==> config.mk <==
export PLATFORM = sky130hd
export DESIGN_NAME = tlb_repl_ctrl
export DESIGN_NICKNAME = d
export VERILOG_FILES = /design/src/rtl/tlb_pkg.sv /design/src/rtl/tlb_plru_tree.sv /design/src/rtl/tlb_repl_ctrl.sv
export SDC_FILE = /design/constraint.sdc
export NUM_CORES = 1
export LEC_CHECK = 0
export ABC_AREA = 1
export BUFFER_PORTS_ARGS = -buffer_cell sky130_fd_sc_hd__buf_2
export CORE_AREA = 2 2 46 44
export DETAILED_ROUTE_END_ITERATION = 8
export DIE_AREA = 0 0 48 46
export PLACE_DENSITY = 0.75
export SLEW_MARGIN = 40
export SYNTH_ARGS = -nofsm -noshare
export SYNTH_HDL_FRONTEND = slang
export SYNTH_SLANG_ARGS = --single-unit
==> constraint.sdc <==
create_clock -name clk -period 3.35 [get_ports clk]
set_input_delay 0.5025 -clock clk [delete_from_list [all_inputs] [get_ports clk]]
set_output_delay 0.5025 -clock clk [all_outputs]
set_load 0.1 [all_outputs]
==> src/rtl/tlb_pkg.sv <==
// Shared TLB replacement definitions: policy codes, LFSR constants, FSM states
// and tree-PLRU helpers sized for up to 64 entries so other TLB levels can reuse them.
package tlb_pkg;

  localparam int REPL_PLRU = 0;
  localparam int REPL_RR   = 1;
  localparam int REPL_LFSR = 2;

  localparam int PLRU_MAX_LVL = 6;

  localparam logic [15:0] LFSR_SEED = 16'hACE1;
  // Taps 16,14,13,11 map to bits 15,13,12,10.
  localparam logic [15:0] LFSR_TAPS = 16'hB400;

  typedef enum logic [1:0] {
    ST_IDLE  = 2'd0,
    ST_GRANT = 2'd1,
    ST_WAIT  = 2'd2
  } repl_state_e;

  function automatic logic [15:0] lfsr_next(input logic [15:0] s);
    return {s[14:0], ^(s & LFSR_TAPS)};
  endfunction

  // Tree bit n lives at tree[n]; bit 0 is unused.
  function automatic logic [5:0] plru_victim(input logic [63:0] tree, input int idx_w);
    int node;
    logic [5:0] idx;
    node = 1;
    idx  = '0;
    for (int lvl = 0; lvl < PLRU_MAX_LVL; lvl++) begin
      if (lvl < idx_w) begin
        idx  = {idx[4:0], tree[node]};
        node = 2 * node + int'(tree[node]);
      end
    end
    return idx;
  endfunction

  function automatic logic [63:0] plru_update(input logic [63:0] tree, input logic [5:0] idx,
                                              input int idx_w);
    logic [63:0] t;
    logic b;
    int node;
    t    = tree;
    node = 1;
    for (int lvl = 0; lvl < PLRU_MAX_LVL; lvl++) begin
      if (lvl < idx_w) begin
        b       = idx[idx_w-1-lvl];
        t[node] = ~b;
        node    = 2 * node + int'(b);
      end
    end
    return t;
  endfunction

endpackage

==> src/rtl/tlb_plru_tree.sv <==
// Tree-PLRU state: fill update is applied before the touch so the touch wins
// at shared nodes; victim reflects the registered tree only.
module tlb_plru_tree
  import tlb_pkg::*;
#(
  parameter int  ENTRIES = 8,
  localparam int IDX_W   = $clog2(ENTRIES)
) (
  input  logic             clk,
  input  logic             rst_n,
  input  logic             clear,
  input  logic             fill_vld,
  input  logic [IDX_W-1:0] fill_idx,
  input  logic             touch_vld,
  input  logic [IDX_W-1:0] touch_idx,
  output logic [IDX_W-1:0] victim
);

  logic [ENTRIES-1:1] tree_q, tree_d;
  logic [63:0] cur, after_fill, after_touch;

  assign cur    = 64'(tree_q) << 1;
  assign victim = IDX_W'(plru_victim(cur, IDX_W));

  always_comb begin
    after_fill  = fill_vld ? plru_update(cur, 6'(fill_idx), IDX_W) : cur;
    after_touch = touch_vld ? plru_update(after_fill, 6'(touch_idx), IDX_W) : after_fill;
    tree_d      = (ENTRIES-1)'(after_touch >> 1);
  end

  always_ff @(posedge clk or negedge rst_n) begin
    if (!rst_n)     tree_q <= '0;
    else if (clear) tree_q <= '0;
    else            tree_q <= tree_d;
  end

endmodule

==> src/rtl/tlb_repl_ctrl.sv <==
// TLB replacement controller: owns policy state and hands out victims over a
// request/grant/fill handshake.
//   state | meaning
//   IDLE  | ready for a request; victim chosen and latched on accept
//   GRANT | one-cycle grant pulse, repl_idx valid
//   WAIT  | victim outstanding until fill_done
module tlb_repl_ctrl
  import tlb_pkg::*;
#(
  parameter int  ENTRIES = 8,
  parameter int  MODE    = 0,
  localparam int IDX_W   = $clog2(ENTRIES)
) (
  input  logic               clk,
  input  logic               rst_n,
  input  logic [ENTRIES-1:0] valid,
  input  logic               flush,
  input  logic               touch_vld,
  input  logic [IDX_W-1:0]   touch_idx,
  input  logic               repl_req,
  output logic               repl_rdy,
  output logic               repl_gnt,
  output logic [IDX_W-1:0]   repl_idx,
  input  logic               fill_done,
  output logic               busy
);

  repl_state_e state_q, state_d;
  logic accept, fill_acc, touch_acc, has_inv;
  logic [IDX_W-1:0] inv_idx, policy_idx, victim_idx;

  assign repl_rdy  = (state_q == ST_IDLE);
  assign repl_gnt  = (state_q == ST_GRANT);
  assign busy      = (state_q == ST_GRANT) || (state_q == ST_WAIT);
  assign accept    = repl_req && repl_rdy && !flush;
  assign fill_acc  = fill_done && (state_q == ST_WAIT) && !flush;
  assign touch_acc = touch_vld && !flush;

  always_comb begin
    has_inv = 1'b0;
    inv_idx = '0;
    for (int i = ENTRIES - 1; i >= 0; i--) begin
      if (!valid[i]) begin
        has_inv = 1'b1;
        inv_idx = IDX_W'(i);
      end
    end
  end

  assign victim_idx = has_inv ? inv_idx : policy_idx;

  if (MODE == REPL_PLRU) begin : g_plru
    tlb_plru_tree #(.ENTRIES(ENTRIES)) u_tree (
      .clk      (clk),
      .rst_n    (rst_n),
      .clear    (flush),
      .fill_vld (fill_acc),
      .fill_idx (repl_idx),
      .touch_vld(touch_acc),
      .touch_idx(touch_idx),
      .victim   (policy_idx)
    );
  end else if (MODE == REPL_RR) begin : g_rr
    logic [IDX_W-1:0] ptr_q;
    always_ff @(posedge clk or negedge rst_n) begin
      if (!rst_n)        ptr_q <= '0;
      else if (flush)    ptr_q <= '0;
      else if (fill_acc) ptr_q <= ptr_q + IDX_W'(1);
    end
    assign policy_idx = ptr_q;
  end else begin : g_lfsr
    // Free-running; flush deliberately leaves the sequence alone.
    logic [15:0] lfsr_q;
    always_ff @(posedge clk or negedge rst_n) begin
      if (!rst_n) lfsr_q <= LFSR_SEED;
      else        lfsr_q <= lfsr_next(lfsr_q);
    end
    assign policy_idx = lfsr_q[IDX_W-1:0];
  end

  always_comb begin
    state_d = state_q;
    if (flush) begin
      state_d = ST_IDLE;
    end else begin
      case (state_q)
        ST_IDLE:  if (accept) state_d = ST_GRANT;
        ST_GRANT: state_d = ST_WAIT;
        ST_WAIT:  if (fill_done) state_d = ST_IDLE;
        default:  state_d = ST_IDLE;
      endcase
    end
  end

  always_ff @(posedge clk or negedge rst_n) begin
    if (!rst_n) begin
      state_q  <= ST_IDLE;
      repl_idx <= '0;
    end else begin
      state_q <= state_d;
      if (accept) repl_idx <= victim_idx;
    end
  end

endmodule

==> metrics.md <==
| Metric | Value |
|---|---|
| Run status | finished, final reports clean |
| Mux contribution to synthesized area | 0 |
| Main combinational cell family by area after synthesis | simple AND/OR/NAND/NOR gates |
| Part of the power in combinational logic | 0.505 |
| Reg clk slew, reported paths | 0.07 ns |
| Worst path required time | 2.85 ns |
| Synth Area in Compound Gates | 0.166 |
| CTS Root Cell | clkbuf_4 |
| Vias in the first global route | 858 |
| Placed Cells | 166 |
| Crit end category | output port |
| Post-Synth XOR/XNOR Area | 0 |
| Gr usage total | 0.216 |
| Total die area | 2210 um2 |
| CP Class | reg -> out |
| Share of layout cells above drive strength 1 | 0.201 |
| Synth warnings | 0 |
| Area grow syn2layout | 19.8% |
| Synth area leader | dfrtp_1 |
| RR Endpoint | g_plru.u_tree.tree_q[6]$_DFF_PN0_ |
| Antenna diode count | 0 |
| ANT nets after route | 0 |
| Clock power share | 0.154 |
| Largest net degree at the start of global routing | 13 |
| Leak | 0.549 nW |
| Routed wire length | 1.96 mm |
| CTS Buf Count | 3 |
| Worst-Skew Late Latency | 0.27 ns |
| Minimum hold slack | 0.103 ns |
| CP startpoint kind | register |
| Setup TNS | 0 ns |
| WP data arrival | 1.44 ns |
| Layout fillers | 178 |
| Fmax | 515 MHz |
| Die width | 48 um |
| P_sw | 0.000305 W |
| Maximum VDD drop | 0.000425 V |
| CTS tree | done |
| Crit path max fanout | 3 |
| Final worst clock skew | 0.00336 ns |
| RSZ-0062 raised after global routing | no |
| Clock Sinks | 12 |
| Reg2Reg Setup Slack | 1.80 ns |
| PortBufs | 22 |
| Most frequent cells in the layout | 25 x nand2_1, 23 x inv_1, 22 x buf_2 |
| Worst r2r path cells | 9 |
| H-tree levels | 1 |
| Fin crit period | 1.94 ns |
| Relative slew slack | 0.680 |
| Finished Layout Cells | 169 |
| RD Place Congestion | 0.847 |
| Post-Syn Instances | 119 |
| Nets | 167 |
| First DRT Iteration DRCs | 11 |
| Cell row count | 15 |
| Sequential share of the synthesized area | 0.363 |
| Max-cap check violation count | 0 |
| Sw Ratio | 0.542 |
| Total core area | 1780 um2 |
| Most common cell after layout, fill and taps aside | nand2_1 |
| Post-CTS resize count | 0 |
| Via Count | 861 |
| Drt pass-1 iters | 4 |
| Maximum clock insertion buffer count | 2 |
| Power Density | 567 nW/um2 |
| Syn nets | 140 |
| Max-slew violations | 0 |
| FF+latch count, synth | 12 |
| DR DRC count | 0 |
| Num ports | 23 |
| Worst reg2reg startpoint | state_q[0]$_DFFE_PN0P_ |
| Count of different cell masters after synthesis | 20 |
| Final period util | 0.579 |
| WL per Instance | 11.6 um |
| Syn_area_per_cell | 6.96 um2 |
| Die Y-Extent | 46 um |
| # hold bufs at CTS | 0 |
| Worst Tran Pin Value | 0.484 ns |
| First-pass GRT wire length | 3.37 mm |
| HP Class | in -> async |
| Setup Buffers After CTS | 0 |
| Detailed Place HPWL | 1.58 mm |
| Final setup violation count | 0 |
| Hold Fails Final Rpt | 0 |
| Initial Util | 0.465 |
| Fin util | 0.556 |
| Routed vias/inst | 5.09 |
| Yosys top cell area share | 0.363 |
| Adder-cell share of the synthesized area | 0.0604 |
| Mapped Area | 828 um2 |
| Initial antenna violation count | 0 |
| Synth area leaders | dfrtp_1 36%, nand2_1 11%, inv_1 10% |
| Simple-gate portion of the synthesized area | 0.299 |
| Cell internal pwr | 0.000258 W |
| GR Overflow Total | 0 |
| Sequential Power Share | 0.341 |
-- critical path, stage by stage (launching register included) --
cell,delay [ns]
dfrtp_1,0.38
inv_1,0.09
ha_1,0.28
buf_2,0.41
-- final cells by class --
class,count,area [um2],share of cell area
multi-input combinational,83,435,0.439
sequential,12,300,0.303
timing repair buffer,22,110,0.111
inverter,24,92.6,0.0933
tap,25,31.3,0.0315
clock buffer,3,22.5,0.0227
-- cell families after synthesis --
| group | count (synthesis) |
|---|---|
| AND/OR/NAND/NOR | 55 |
| AO/OA/AOI/OAI | 24 |
| buffers and inverters | 24 |
| flip-flops | 12 |
| adder cells (fa/ha/maj) | 4 |
-- power groups by stage --
stage | registers (W) | clock network [W] | logic (W)
after floorplan | 0.000261 | 0 | 0.000162
after global placement | 0.000193 | 0 | 0.000280
after detailed placement | 0.000193 | 0 | 0.000285
after CTS | 0.000191 | 0.0000903 | 0.000286
after global routing | 0.000194 | 0.0000969 | 0.000303
final | 0.000192 | 0.0000869 | 0.000284
-- routing by layer --
| layer | vias up | wire length [um] | global-route usage |
|---|---|---|---|
| met5 | - | 0 | 0 |
| met4 | 0 | 0 | 0.0541 |
| met3 | 0 | 100 | 0.0714 |
| met2 | 21 | 971 | 0.352 |
| met1 | 400 | 883 | 0.271 |
| li1 | 440 | - | - |
-- sequential cells by signal, indices dropped and copies added, names as in the netlist --
| register | cells |
|---|---|
| g_plru.u_tree.tree_q | 7 |
| state_q | 2 |
| repl_idx | 3 |
-- how the worst max path moves through the flow --
stage,startpoint,end
after floorplan,state_q[0]$_DFFE_PN0P_,state_q[1]$_DFFE_PN0P_
after global placement,state_q[0]$_DFFE_PN0P_,busy
after detailed placement,state_q[0]$_DFFE_PN0P_,repl_rdy
after CTS,state_q[0]$_DFFE_PN0P_,repl_rdy
after global routing,state_q[0]$_DFFE_PN0P_,busy
final,state_q[0]$_DFFE_PN0P_,busy
-- through the flow --
stage / setup slack (ns) / power, W / cell area (um2)
2_1_floorplan: 1.38 / 0.000423 / 828
4_1_cts: 1.39 / 0.000567 / 992
3_5_place_dp: 1.70 / 0.000479 / 970
5_1_grt: 1.33 / 0.000594 / 992
6_report: 1.41 / 0.000563 / 992
3_3_place_gp: 1.75 / 0.000473 / 970
-- cell usage after synthesis (all sizes together) --
master and count:
a21oi 4, a31oi 3, dfrtp 12, ha 4, inv 24, nand2 25, nand3 15, nand3b 1
nand4 2, nor2 9, nor3 3, o21a 1, o21ai 11, o21bai 2, o22ai 1, o31ai 2
Note: power is estimated with default switching activity, not from simulation.
